$ cat src/rtl/freq_ctrl_pkg.sv
// Shared types and helpers for the frequency step controller.
//   state_t     : key FSM states
//   KEY_*       : bit positions in the key vector (clear > up > down)
//   FREQ_W      : frequency / offset width
//   clamp_freq  : saturate a wide signed value into [lo, hi]
package freq_ctrl_pkg;
  localparam int FREQ_W  = 32;
  localparam int KEY_CLR = 2;
  localparam int KEY_UP  = 1;
  localparam int KEY_DN  = 0;

  typedef enum logic [1:0] {IDLE, HOLD, WAIT_RELEASE} state_t;

  // Two guard bits keep base + offset +/- step from ever wrapping.
  function automatic logic [FREQ_W-1:0] clamp_freq(
    input logic signed [FREQ_W+1:0] v,
    input logic        [FREQ_W-1:0] lo,
    input logic        [FREQ_W-1:0] hi
  );
    logic [FREQ_W-1:0] r;
    if (v < $signed({2'b00, lo}))      r = lo;
    else if (v > $signed({2'b00, hi})) r = hi;
    else                               r = v[FREQ_W-1:0];
    return r;
  endfunction
endpackage

$ cat src/rtl/key_conditioner.sv
// Two-flop synchroniser plus whole-vector debounce for the raw key inputs.
//   clk, reset : clock, synchronous active-high reset
//   keys       : raw asynchronous buttons
//   kd         : debounced key vector; follows the synchronised vector once it
//                has held one value for DEBOUNCE_CYCLES consecutive cycles
module key_conditioner #(
  parameter int DEBOUNCE_CYCLES = 500000,
  parameter int W               = 3
) (
  input  logic         clk,
  input  logic         reset,
  input  logic [W-1:0] keys,
  output logic [W-1:0] kd
);
  localparam int             CNT_W = $clog2(DEBOUNCE_CYCLES + 1);
  localparam logic [CNT_W:0] DEB   = (CNT_W+1)'(DEBOUNCE_CYCLES);

  logic [W-1:0]     s1_q, ks_q, ks_prev_q, kd_q, kd_d;
  logic [CNT_W-1:0] cnt_q, cnt_d;
  logic [CNT_W:0]   run_len;

  // run_len = cycles ks has held its present value, including this one.
  // The counter saturates at DEB so a long hold never wraps.
  always_comb begin
    run_len = (ks_q != ks_prev_q) ? (CNT_W+1)'(1) : {1'b0, cnt_q} + (CNT_W+1)'(1);
    kd_d    = kd_q;
    if (run_len >= DEB) begin
      cnt_d = DEB[CNT_W-1:0];
      kd_d  = ks_q;
    end else begin
      cnt_d = run_len[CNT_W-1:0];
    end
  end

  always_ff @(posedge clk) begin
    if (reset) begin
      s1_q      <= '0;
      ks_q      <= '0;
      ks_prev_q <= '0;
      kd_q      <= '0;
      cnt_q     <= '0;
    end else begin
      s1_q      <= keys;
      ks_q      <= s1_q;
      ks_prev_q <= ks_q;
      kd_q      <= kd_d;
      cnt_q     <= cnt_d;
    end
  end

  assign kd = kd_q;
endmodule

$ cat src/rtl/freq_step_controller.sv
// Turns debounced key presses into saturating frequency-offset steps with
// auto-repeat while a key is held.
//   clk, reset : clock, synchronous active-high reset
//   keys       : raw buttons [2]=clear [1]=up [0]=down
//   base_freq  : nominal frequency
//   new_freq   : clamp(base_freq + offset) to [MIN_FREQ, MAX_FREQ]
//   offset     : signed offset register
//   step_pulse : one-cycle strobe, one cycle after a step/clear lands in offset
//   at_limit   : new_freq sits on MIN_FREQ or MAX_FREQ
import freq_ctrl_pkg::*;

module freq_step_controller #(
  parameter int                STEP            = 500,
  parameter int                DEBOUNCE_CYCLES = 500000,
  parameter int                REPEAT_DELAY    = 25000000,
  parameter int                REPEAT_PERIOD   = 5000000,
  parameter logic [FREQ_W-1:0] MIN_FREQ        = 0,
  parameter logic [FREQ_W-1:0] MAX_FREQ        = 50000000
) (
  input  logic                     clk,
  input  logic                     reset,
  input  logic [2:0]               keys,
  input  logic [FREQ_W-1:0]        base_freq,
  output logic [FREQ_W-1:0]        new_freq,
  output logic signed [FREQ_W-1:0] offset,
  output logic                     step_pulse,
  output logic                     at_limit
);
  localparam int SW      = FREQ_W + 2;
  localparam int RPT_MAX = (REPEAT_DELAY > REPEAT_PERIOD) ? REPEAT_DELAY : REPEAT_PERIOD;
  localparam int RPT_W   = $clog2(RPT_MAX + 1);
  localparam logic signed [SW-1:0] STEP_S = SW'(STEP);

  logic [2:0] kd;

  key_conditioner #(.DEBOUNCE_CYCLES(DEBOUNCE_CYCLES), .W(3)) u_keys (
    .clk   (clk),
    .reset (reset),
    .keys  (keys),
    .kd    (kd)
  );

  state_t                    state_q, state_d;
  logic [1:0]                act_q, act_d;
  logic [RPT_W-1:0]          rpt_q, rpt_d;
  logic signed [FREQ_W-1:0]  offset_q, offset_d;
  logic [1:0]                vld_pipe_q;  // [0] lands with offset, [1] is the strobe
  logic                      apply;

  logic signed [SW-1:0]      cur_sum;
  logic [FREQ_W-1:0]         sat_up, sat_dn;
  logic signed [FREQ_W-1:0]  off_up, off_dn;

  assign cur_sum = $signed({2'b00, base_freq}) + $signed({{2{offset_q[FREQ_W-1]}}, offset_q});
  assign sat_up  = clamp_freq(cur_sum + STEP_S, MIN_FREQ, MAX_FREQ);
  assign sat_dn  = clamp_freq(cur_sum - STEP_S, MIN_FREQ, MAX_FREQ);
  // Offset is re-derived from the saturated target so it can never drift past a limit.
  assign off_up  = sat_up - base_freq;
  assign off_dn  = sat_dn - base_freq;

  assign new_freq   = clamp_freq(cur_sum, MIN_FREQ, MAX_FREQ);
  assign at_limit   = (new_freq == MIN_FREQ) || (new_freq == MAX_FREQ);
  assign offset     = offset_q;
  assign step_pulse = vld_pipe_q[1];

  always_comb begin
    state_d  = state_q;
    act_d    = act_q;
    rpt_d    = rpt_q;
    offset_d = offset_q;
    apply    = 1'b0;
    case (state_q)
      IDLE: begin
        if (kd[KEY_CLR]) begin
          offset_d = '0;
          apply    = 1'b1;
          state_d  = WAIT_RELEASE;
        end else if (kd[KEY_UP] || kd[KEY_DN]) begin
          // Up outranks down; the latched key is the only one watched in HOLD.
          act_d    = kd[KEY_UP] ? 2'(KEY_UP) : 2'(KEY_DN);
          offset_d = kd[KEY_UP] ? off_up : off_dn;
          apply    = 1'b1;
          rpt_d    = RPT_W'(REPEAT_DELAY - 1);
          state_d  = HOLD;
        end
      end
      HOLD: begin
        // Dropping to IDLE on a higher-priority key lets IDLE service it next cycle.
        if (kd[KEY_CLR] || (act_q == 2'(KEY_DN) && kd[KEY_UP]) || !kd[act_q]) begin
          state_d = IDLE;
        end else if (rpt_q == '0) begin
          offset_d = (act_q == 2'(KEY_UP)) ? off_up : off_dn;
          apply    = 1'b1;
          rpt_d    = RPT_W'(REPEAT_PERIOD - 1);
        end else begin
          rpt_d = rpt_q - 1'b1;
        end
      end
      WAIT_RELEASE: begin
        if (kd == '0) state_d = IDLE;
      end
      default: state_d = IDLE;
    endcase
  end

  always_ff @(posedge clk) begin
    if (reset) begin
      state_q    <= IDLE;
      act_q      <= '0;
      rpt_q      <= '0;
      offset_q   <= '0;
      vld_pipe_q <= '0;
    end else begin
      state_q    <= state_d;
      act_q      <= act_d;
      rpt_q      <= rpt_d;
      offset_q   <= offset_d;
      vld_pipe_q <= {vld_pipe_q[0], apply};
    end
  end
endmodule

$ cat config.mk
export PLATFORM = sky130hd
export DESIGN_NAME = freq_step_controller
export DESIGN_NICKNAME = d
export VERILOG_FILES = /design/src/rtl/freq_ctrl_pkg.sv /design/src/rtl/key_conditioner.sv /design/src/rtl/freq_step_controller.sv
export SDC_FILE = /design/constraint.sdc
export NUM_CORES = 1
export LEC_CHECK = 0
export BUFFER_PORTS_ARGS = -buffer_cell sky130_fd_sc_hd__buf_2
export CAP_MARGIN = 10
export CORE_MARGIN = 5
export CORE_UTILIZATION = 40
export CTS_CLUSTER_SIZE = 8
export DETAILED_ROUTE_END_ITERATION = 12
export PLACE_DENSITY_LB_ADDON = 0.2
export SLEW_MARGIN = 20
export SYNTH_ARGS = -nofsm -noshare
export SYNTH_HDL_FRONTEND = slang
export SYNTH_SLANG_ARGS = --single-unit
export TNS_END_PERCENT = 1
$ cat constraint.sdc
create_clock -name clk -period 10.7 [get_ports clk]
set_input_delay 1.07 -clock clk [delete_from_list [all_inputs] [get_ports clk]]
set_output_delay 1.07 -clock clk [all_outputs]
set_load 0.03 [all_outputs]
==> flow_metrics.py, run 1 <==
metrics = {
    "status": {
        "run_status": "complete, no violations",
    },
    "layout": {
        "insertedDiodeCount": 0,
        "most_frequent_cells_in_the_layout": "sky130_fd_sc_hd__nor2_1 (179), sky130_fd_sc_hd__a21oi_1 (151), sky130_fd_sc_hd__nand2_1 (122), sky130_fd_sc_hd__ha_1 (103), sky130_fd_sc_hd__buf_2 (96)",
        "final_core_util_pct": 44.62,
        "post_route_cells_drive_above_1_share_pct": 10.70,
        "finalNetCount": 1877,
        "fillCellCount": 3075,
        "most_common_library_cell_in_the_layout_ignoring_fill_and_taps": "sky130_fd_sc_hd__nor2_1",
        "flow.area_growth_from_synthesis_pct": 10.26,
    },
    "setup_path": {
        "worst-path-buf-inv": 3,
        "critical_path.slowest_cell": "sky130_fd_sc_hd__nor4_1",
        "critical_path.max_fanout": 15,
        "worstSetupPathType": "input pin to flip-flop",
        "end_kind": "flip-flop",
        "cpLargestDelayFamily": "compound AO/OA/AOI/OAI gates",
        "critPathMaxStageDelay_ns": 0.94,
        "worstPathRequired_ns": 10.91,
        "timing.critical_path.arrival_ns": 10.20,
        "worstSetupStartpointType": "input pin",
    },
    "route": {
        "remaining_drc_errors": 0,
        "routed_wl_mm": 40.88,
        "routed-via-count": 12787,
        "drc_marker_count_from_the_first_detailed_route_iteration": 1036,
        "post_drt_via_cell_ratio": 6.006,
        "route.antenna.remaining_nets": 0,
        "routed_wire_length_per_instance_um": 19.20,
        "dr.pass1.iters": 5,
    },
    "floorplanning": {
        "initial_core_util_pct": 40.47,
        "io_pins": 103,
        "y_dimension_of_the_die_um": 182.9,
        "die_area_sq_um": 33470,
        "num_rows": 63,
        "design.core.area_sq_um": 29560,
        "die_span_in_x_um": 182.9,
    },
    "placed_design": {
        "globalplace.congestion": 0.9737,
        "portBuffers": 96,
        "detailed_place_hpwl_mm": 33.01,
    },
    "sta": {
        "holdWs_ns": 0.4373,
        "fmax_mhz": 100.1,
        "tightest_slew_ns": 1.042,
        "finalHoldViolCount": 0,
        "timing.final.setup_violations": 0,
        "timing.final.crit_period_ns": 9.986,
        "maxSlewViolCount": 0,
        "post_route_skew_ns": 0.01309,
        "worst_slew_margin_rel_pct": 29.89,
        "totalNegativeSetupSlack_ns": 0,
        "post-route-period-util_pct": 93.33,
        "grt_setup_unrepaired": "false",
    },
    "synthesis": {
        "synth_flop_cell": "sky130_fd_sc_hd__dfxtp_1",
        "mappedNetlistArea_sq_um": 11960,
        "ys_types": 86,
        "synth-edff-count": 0,
        "synthesis.instances": 1666,
        "fraction_of_the_yosys_area_taken_by_sequential_cells_pct": 15.56,
        "synthesis.area_per_instance_sq_um": 7.181,
        "synth_warnings": 0,
        "synth-async-reset-ratio_pct": 0,
        "postSynthRegisterBits": 93,
    },
    "clock_tree": {
        "clk_latency_ns": 0.36,
        "cts_num_sinks": 93,
        "cts-root-buf": "sky130_fd_sc_hd__clkbuf_16",
        "numCtsBuffers": 9,
        "cts_buffer_depth": 2,
        "cts_tree": "done",
        "cts_setup_buffers": 0,
        "path_clk_slew_ns": 0.08,
        "htree_levels": 3,
    },
    "pwr": {
        "max-vdd-ir-drop_uv": 78.11,
        "p_leak_nw": 5.404,
        "power_density_nw_per_um2": 73.68,
    },
    "job": {
        "cap_viol_max_count": 0,
    },
    "global_route": {
        "grt_max_degree": 74,
        "overflow": 0,
        "grt_first_pass_wirelength_mm": 63.97,
        "via_count_of_the_first_global_routing_pass": 11851,
        "grt_util_all_layers_pct": 23.44,
        "antenna_violations_before_repair": 0,
    },
    "min_path": {
        "timing.hold.worst.class": "flip-flop to flip-flop",
    },
}
[registers in the layout (all words and copies together) (netlist names)]
register and count:
act_q 1, offset 32, rpt_q 25, state_q 2
u_keys.cnt_q 19, u_keys.kd 3, u_keys.ks_prev_q 3, u_keys.ks_q 3
u_keys.s1_q 3, vld_pipe_q 2
[worst paths after layout]
check                           slack, ns                startpoint  depth (start not counted)                  endpoint
worst max register to register       1.12    offset[1]$_SDFFE_PP0P_                         29   offset[30]$_SDFFE_PP0P_
worst max-delay path                 0.71              base_freq[1]                         30   offset[30]$_SDFFE_PP0P_
worst min-delay path                 0.44  vld_pipe_q[0]$_SDFF_PP0_                          1  vld_pipe_q[1]$_SDFF_PP0_
worst min register to register       0.44  vld_pipe_q[0]$_SDFF_PP0_                          1  vld_pipe_q[1]$_SDFF_PP0_
[layer usage]
layer | vias up | wire length (um) | part of all wire, % | track usage [%]
met1 | 5982 | 18950 | 46 | 32.92
met3 | 70 | 2397 | 5.9 | 2.816
met5 | - | 0 | 0 | 0
met2 | 445 | 18260 | 45 | 37.63
met4 | 0 | 1265 | 3.1 | 7.330
li1 | 6290 | - | - | -
[kinds of logic after synthesis]
kind of cell             count (synthesis)  synth area share [%]
AO/OA/AOI/OAI                          482                 27.87
XOR/XNOR                               138                 10.10
adder cells (fa/ha/maj)                106                 11.28
buffers and inverters                  149                 5.062
flip-flops                              93                 15.56
multiplexers                            14                 1.171
other                                    1               0.03135
AND/OR/NAND/NOR                        683                 28.92
[layout make-up]
cell class	count	area, sq um	share of cell area, %
clock inverters	6	96.34	0.7304
well taps	390	488.0	3.699
flip-flops and latches	93	1862	14.11
multi-input cells	1439	9577	72.60
repair buffers	123	683.2	5.179
clock buffers	10	229.0	1.736
inverters	68	255.2	1.935
[cells in the mapped netlist, drive strengths merged, types with 15 or more instances]
cell    number  area (sq um)
clkbuf      65         244.0
or3         18         117.6
nor2b       24         150.1
a21o        29         217.7
nand3       75         375.4
nand2b      15         93.84
nor2       180         678.2
nand4       15         93.84
o21ai       64         320.3
ha         103          1289
and2        18         112.6
dfxtp       93          1862
a21oi      151         755.7
nor3        90         450.4
o211ai      16         120.1
a31oi       20         125.1
inv         68         255.2
nand2      122         457.9
o21a        30         225.2
a311oi      16         152.7
nor3b       18         135.1
xor2        43         376.6
a221oi      24         322.8
buf         16         106.3
a211oi      30         225.2
xnor2       95         832.1
and3        29         181.4
nor4        23         158.9
[metrics by stage]
stage / cells / area, sq um / total power, mW / worst slack (ns)
2_1_floorplan: 1681 / 12020 / 0.5555 / 2.241
3_3_place_gp: 2113 / 12860 / 0.6211 / 0.7444
3_5_place_dp: 2113 / 12860 / 0.6215 / 0.5434
4_1_cts: 2129 / 13190 / 0.9765 / 0.8801
5_1_grt: 2129 / 13190 / 1.023 / 0.1899
6_report: 2129 / 13190 / 0.9718 / 0.7140
[power by group]
group | switching, mW | leakage, nW | internal, mW
Sequential | 0.00147 | 0.751 | 0.348
Combinational | 0.170 | 4.50 | 0.101
Clock | 0.144 | 0.155 | 0.207
[repair_timing]
| item | in CTS | in global routing |
|---|---|---|
| endpoints found under the setup margin | 0 | 1 |
| gates resized for setup | 0 | 1 |
| hold buffers | 0 | 0 |
Note: power is estimated with default switching activity, not from simulation.
==> run 2: changes to the inputs <==
BUFFER_PORTS_ARGS = unset   (was -buffer_cell sky130_fd_sc_hd__buf_2)
DONT_BUFFER_PORTS = 1   (was unset)
==> run 2 against run 1 <==
Final area down 4.3%. Worst setup slack better by 0.31 ns. Sequential power about the same. Register-to-register slack worse by 0.05 ns. Largest cell class unchanged. Via count down 3.5%. Non-clock buffer count down 103.
==> flow_metrics.py, run 2 (synthesis results as in run 1) <==
metrics = {
    "placed_design": {
        "preCtsSetupSlack_ns": 0.9064,
        "detailed_place_hpwl_mm": 32.61,
        "portBuffers": 0,
        "globalplace.congestion": 0.9478,
    },
    "sta": {
        "finalHoldViolCount": 0,
        "grt_setup_unrepaired": "false",
        "post-route-period-util_pct": 90.42,
        "post_route_skew_ns": 0.01632,
        "tightest_slew_ns": 1.129,
        "maxSlewViolCount": 0,
        "fin_ws_ns": 1.025,
        "totalNegativeSetupSlack_ns": 0,
        "timing.final.setup_violations": 0,
        "worst_slew_margin_rel_pct": 23.96,
        "fmax_mhz": 103.4,
        "timing.final.crit_period_ns": 9.675,
    },
    "pwr": {
        "total_switching_power_uw": 315.3,
        "pwr-share-comb_pct": 27.4,
        "power.total_uw": 921.4,
        "netSwitchingFraction_pct": 34.21,
        "cellInternalPower_uw": 606.2,
        "max-vdd-ir-drop_uv": 69.02,
        "power.share.sequential_pct": 37.9,
        "p_leak_nw": 4.919,
        "power_density_nw_per_um2": 72.99,
        "share_of_power_burned_in_the_clock_network_pct": 34.6,
    },
    "clock_tree": {
        "post_cts_resized": 0,
        "cts_num_sinks": 93,
        "clk_latency_ns": 0.36,
        "cts_tree": "done",
        "cts-root-buf": "sky130_fd_sc_hd__clkbuf_16",
        "path_clk_slew_ns": 0.08,
        "numCtsBuffers": 9,
        "cts_setup_buffers": 0,
        "htree_levels": 3,
        "cts-hold-fix-buffers": 0,
        "cts_buffer_depth": 2,
    },
    "setup_path": {
        "regToRegStartpoint": "offset[1]$_SDFFE_PP0P_",
        "worstPathRequired_ns": 10.95,
        "timing.critical_path.arrival_ns": 9.93,
        "worstSetupPathType": "input pin to flip-flop",
        "end_kind": "flip-flop",
        "critical_path.max_fanout": 11,
        "reg2reg_setup_slack_ns": 1.07,
        "worstSetupStartpointType": "input pin",
        "r2r-end": "offset[30]$_SDFFE_PP0P_",
        "worstRegToRegCells": 26,
    },
    "route": {
        "routed_wire_length_per_instance_um": 19.91,
        "dr.pass1.iters": 5,
        "routed-via-count": 12338,
        "drc_marker_count_from_the_first_detailed_route_iteration": 1113,
        "route.antenna.remaining_nets": 0,
        "remaining_drc_errors": 0,
        "post_drt_via_cell_ratio": 6.090,
        "routed_wl_mm": 40.34,
    },
    "job": {
        "cap_viol_max_count": 0,
    },
    "layout": {
        "post_route_cells_drive_above_1_share_pct": 5.134,
        "most_common_library_cell_in_the_layout_ignoring_fill_and_taps": "sky130_fd_sc_hd__nor2_1",
        "finalNetCount": 1774,
        "largest_reg_flops": 32,
        "most_frequent_cells_in_the_layout": "sky130_fd_sc_hd__nor2_1 (179), sky130_fd_sc_hd__a21oi_1 (151), sky130_fd_sc_hd__nand2_1 (122), sky130_fd_sc_hd__ha_1 (103), sky130_fd_sc_hd__xnor2_1 (94)",
        "insertedDiodeCount": 0,
        "fillCellCount": 3125,
        "flow.area_growth_from_synthesis_pct": 5.523,
    },
    "global_route": {
        "grt_util_all_layers_pct": 23.18,
        "antenna_violations_before_repair": 0,
        "grt_max_degree": 74,
        "grt_first_pass_wirelength_mm": 62.90,
        "via_count_of_the_first_global_routing_pass": 11338,
        "overflow": 0,
    },
    "min_path": {
        "hold_path.startpoint": "u_keys.s1_q[1]$_SDFF_PP0_",
        "timing.hold.worst.class": "flip-flop to flip-flop",
        "hold_path_sink": "u_keys.ks_q[1]$_SDFF_PP0_",
        "min_path_cells": 1,
    },
    "floorplanning": {
        "design.core.area_sq_um": 29560,
        "die_area_sq_um": 33470,
        "die_span_in_x_um": 182.9,
        "y_dimension_of_the_die_um": 182.9,
        "initial_core_util_pct": 40.47,
        "io_pins": 103,
        "num_rows": 63,
    },
    "status": {
        "run_status": "complete, no violations",
    },
}
==> run 2: cell count changes in the layout (fill, tap and decap cells not counted), moves of 2 or more <==
cell,delta
sky130_fd_sc_hd__inv_6,+2
sky130_fd_sc_hd__buf_4,-8
sky130_fd_sc_hd__bufinv_16,-2
sky130_fd_sc_hd__buf_2,-96
==> run 2: power by group through the flow <==
stage	Combinational (mW)	Sequential [mW]	Clock, mW
2_1_floorplan	0.198	0.357	0
3_3_place_gp	0.246	0.358	0
3_5_place_dp	0.246	0.358	0
4_1_cts	0.248	0.349	0.329
5_1_grt	0.278	0.350	0.343
6_report	0.253	0.349	0.319
==> run 2: final cells by class <==
| class | instances | area [sq um] | share of cell area, % |
|---|---|---|---|
| clock buffer | 9 | 225.2 | 1.784 |
| inverter | 68 | 255.2 | 2.022 |
| tap | 390 | 488.0 | 3.866 |
| timing repair buffer | 20 | 147.6 | 1.170 |
| sequential | 93 | 1862 | 14.75 |
| clock inverter | 7 | 68.82 | 0.5451 |
| multi-input combinational | 1439 | 9577 | 75.86 |
==> run 2: through the flow <==
stage | utilization (%) | hold slack (ns) | cells | area (sq um)
6_report | 42.70 | 0.4497 | 2026 | 12620
5_1_grt | 42.70 | 0.4662 | 2026 | 12620
2_1_floorplan | - | 0.4138 | 1681 | 12020
3_3_place_gp | 41.68 | 0.4329 | 2009 | 12320
3_5_place_dp | 41.68 | 0.4340 | 2009 | 12320
4_1_cts | 42.67 | 0.4517 | 2025 | 12610
==> run 2: per-layer routing <==
layer  share of wire (%)  global-route usage [%]  vias to the layer above
met1                  44                   30.97                     5736
li1                    -                       -                     6084
met4                 4.0                   8.492                        0
met2                  44                   36.06                      431
met5                   0                       0                        -
met3                 8.1                   6.089                       87
==> run 2: critical path, cell delays in order <==
cell,delay [ns]
sky130_fd_sc_hd__ha_1,0.37
sky130_fd_sc_hd__a211oi_1,0.47
sky130_fd_sc_hd__nor2_1,0.14
sky130_fd_sc_hd__a2111oi_0,0.53
sky130_fd_sc_hd__a311oi_2,0.21
sky130_fd_sc_hd__nor4_1,0.89
sky130_fd_sc_hd__and2_1,0.40
sky130_fd_sc_hd__and3_1,0.24
sky130_fd_sc_hd__or4b_1,0.49
sky130_fd_sc_hd__a2111oi_0,0.43
sky130_fd_sc_hd__a31oi_1,0.15
sky130_fd_sc_hd__a21o_1,0.39
sky130_fd_sc_hd__nor4_1,0.60
sky130_fd_sc_hd__ha_1,0.41
sky130_fd_sc_hd__o21a_1,0.19
sky130_fd_sc_hd__o21ai_0,0.14
sky130_fd_sc_hd__nand2b_1,0.12
sky130_fd_sc_hd__a31oi_1,0.22
sky130_fd_sc_hd__o31ai_1,0.18
sky130_fd_sc_hd__a311o_1,0.44
sky130_fd_sc_hd__a2111oi_0,0.68
sky130_fd_sc_hd__o311ai_0,0.38
sky130_fd_sc_hd__o31ai_1,0.33
sky130_fd_sc_hd__xnor2_1,0.12
sky130_fd_sc_hd__a221oi_2,0.24
sky130_fd_sc_hd__nor3_1,0.08
==> run 2: how the worst max path moves through the flow <==
stage / start / to / slack (ns)
floorplan: base_freq[0] / offset[28]$_SDFFE_PP0P_ / 2.24
global placement: base_freq[8] / offset[30]$_SDFFE_PP0P_ / 1.01
detailed placement: base_freq[0] / offset[28]$_SDFFE_PP0P_ / 0.91
CTS: base_freq[0] / offset[28]$_SDFFE_PP0P_ / 1.27
global route: offset[1]$_SDFFE_PP0P_ / offset[30]$_SDFFE_PP0P_ / 0.20
finish: base_freq[8] / offset[30]$_SDFFE_PP0P_ / 1.03
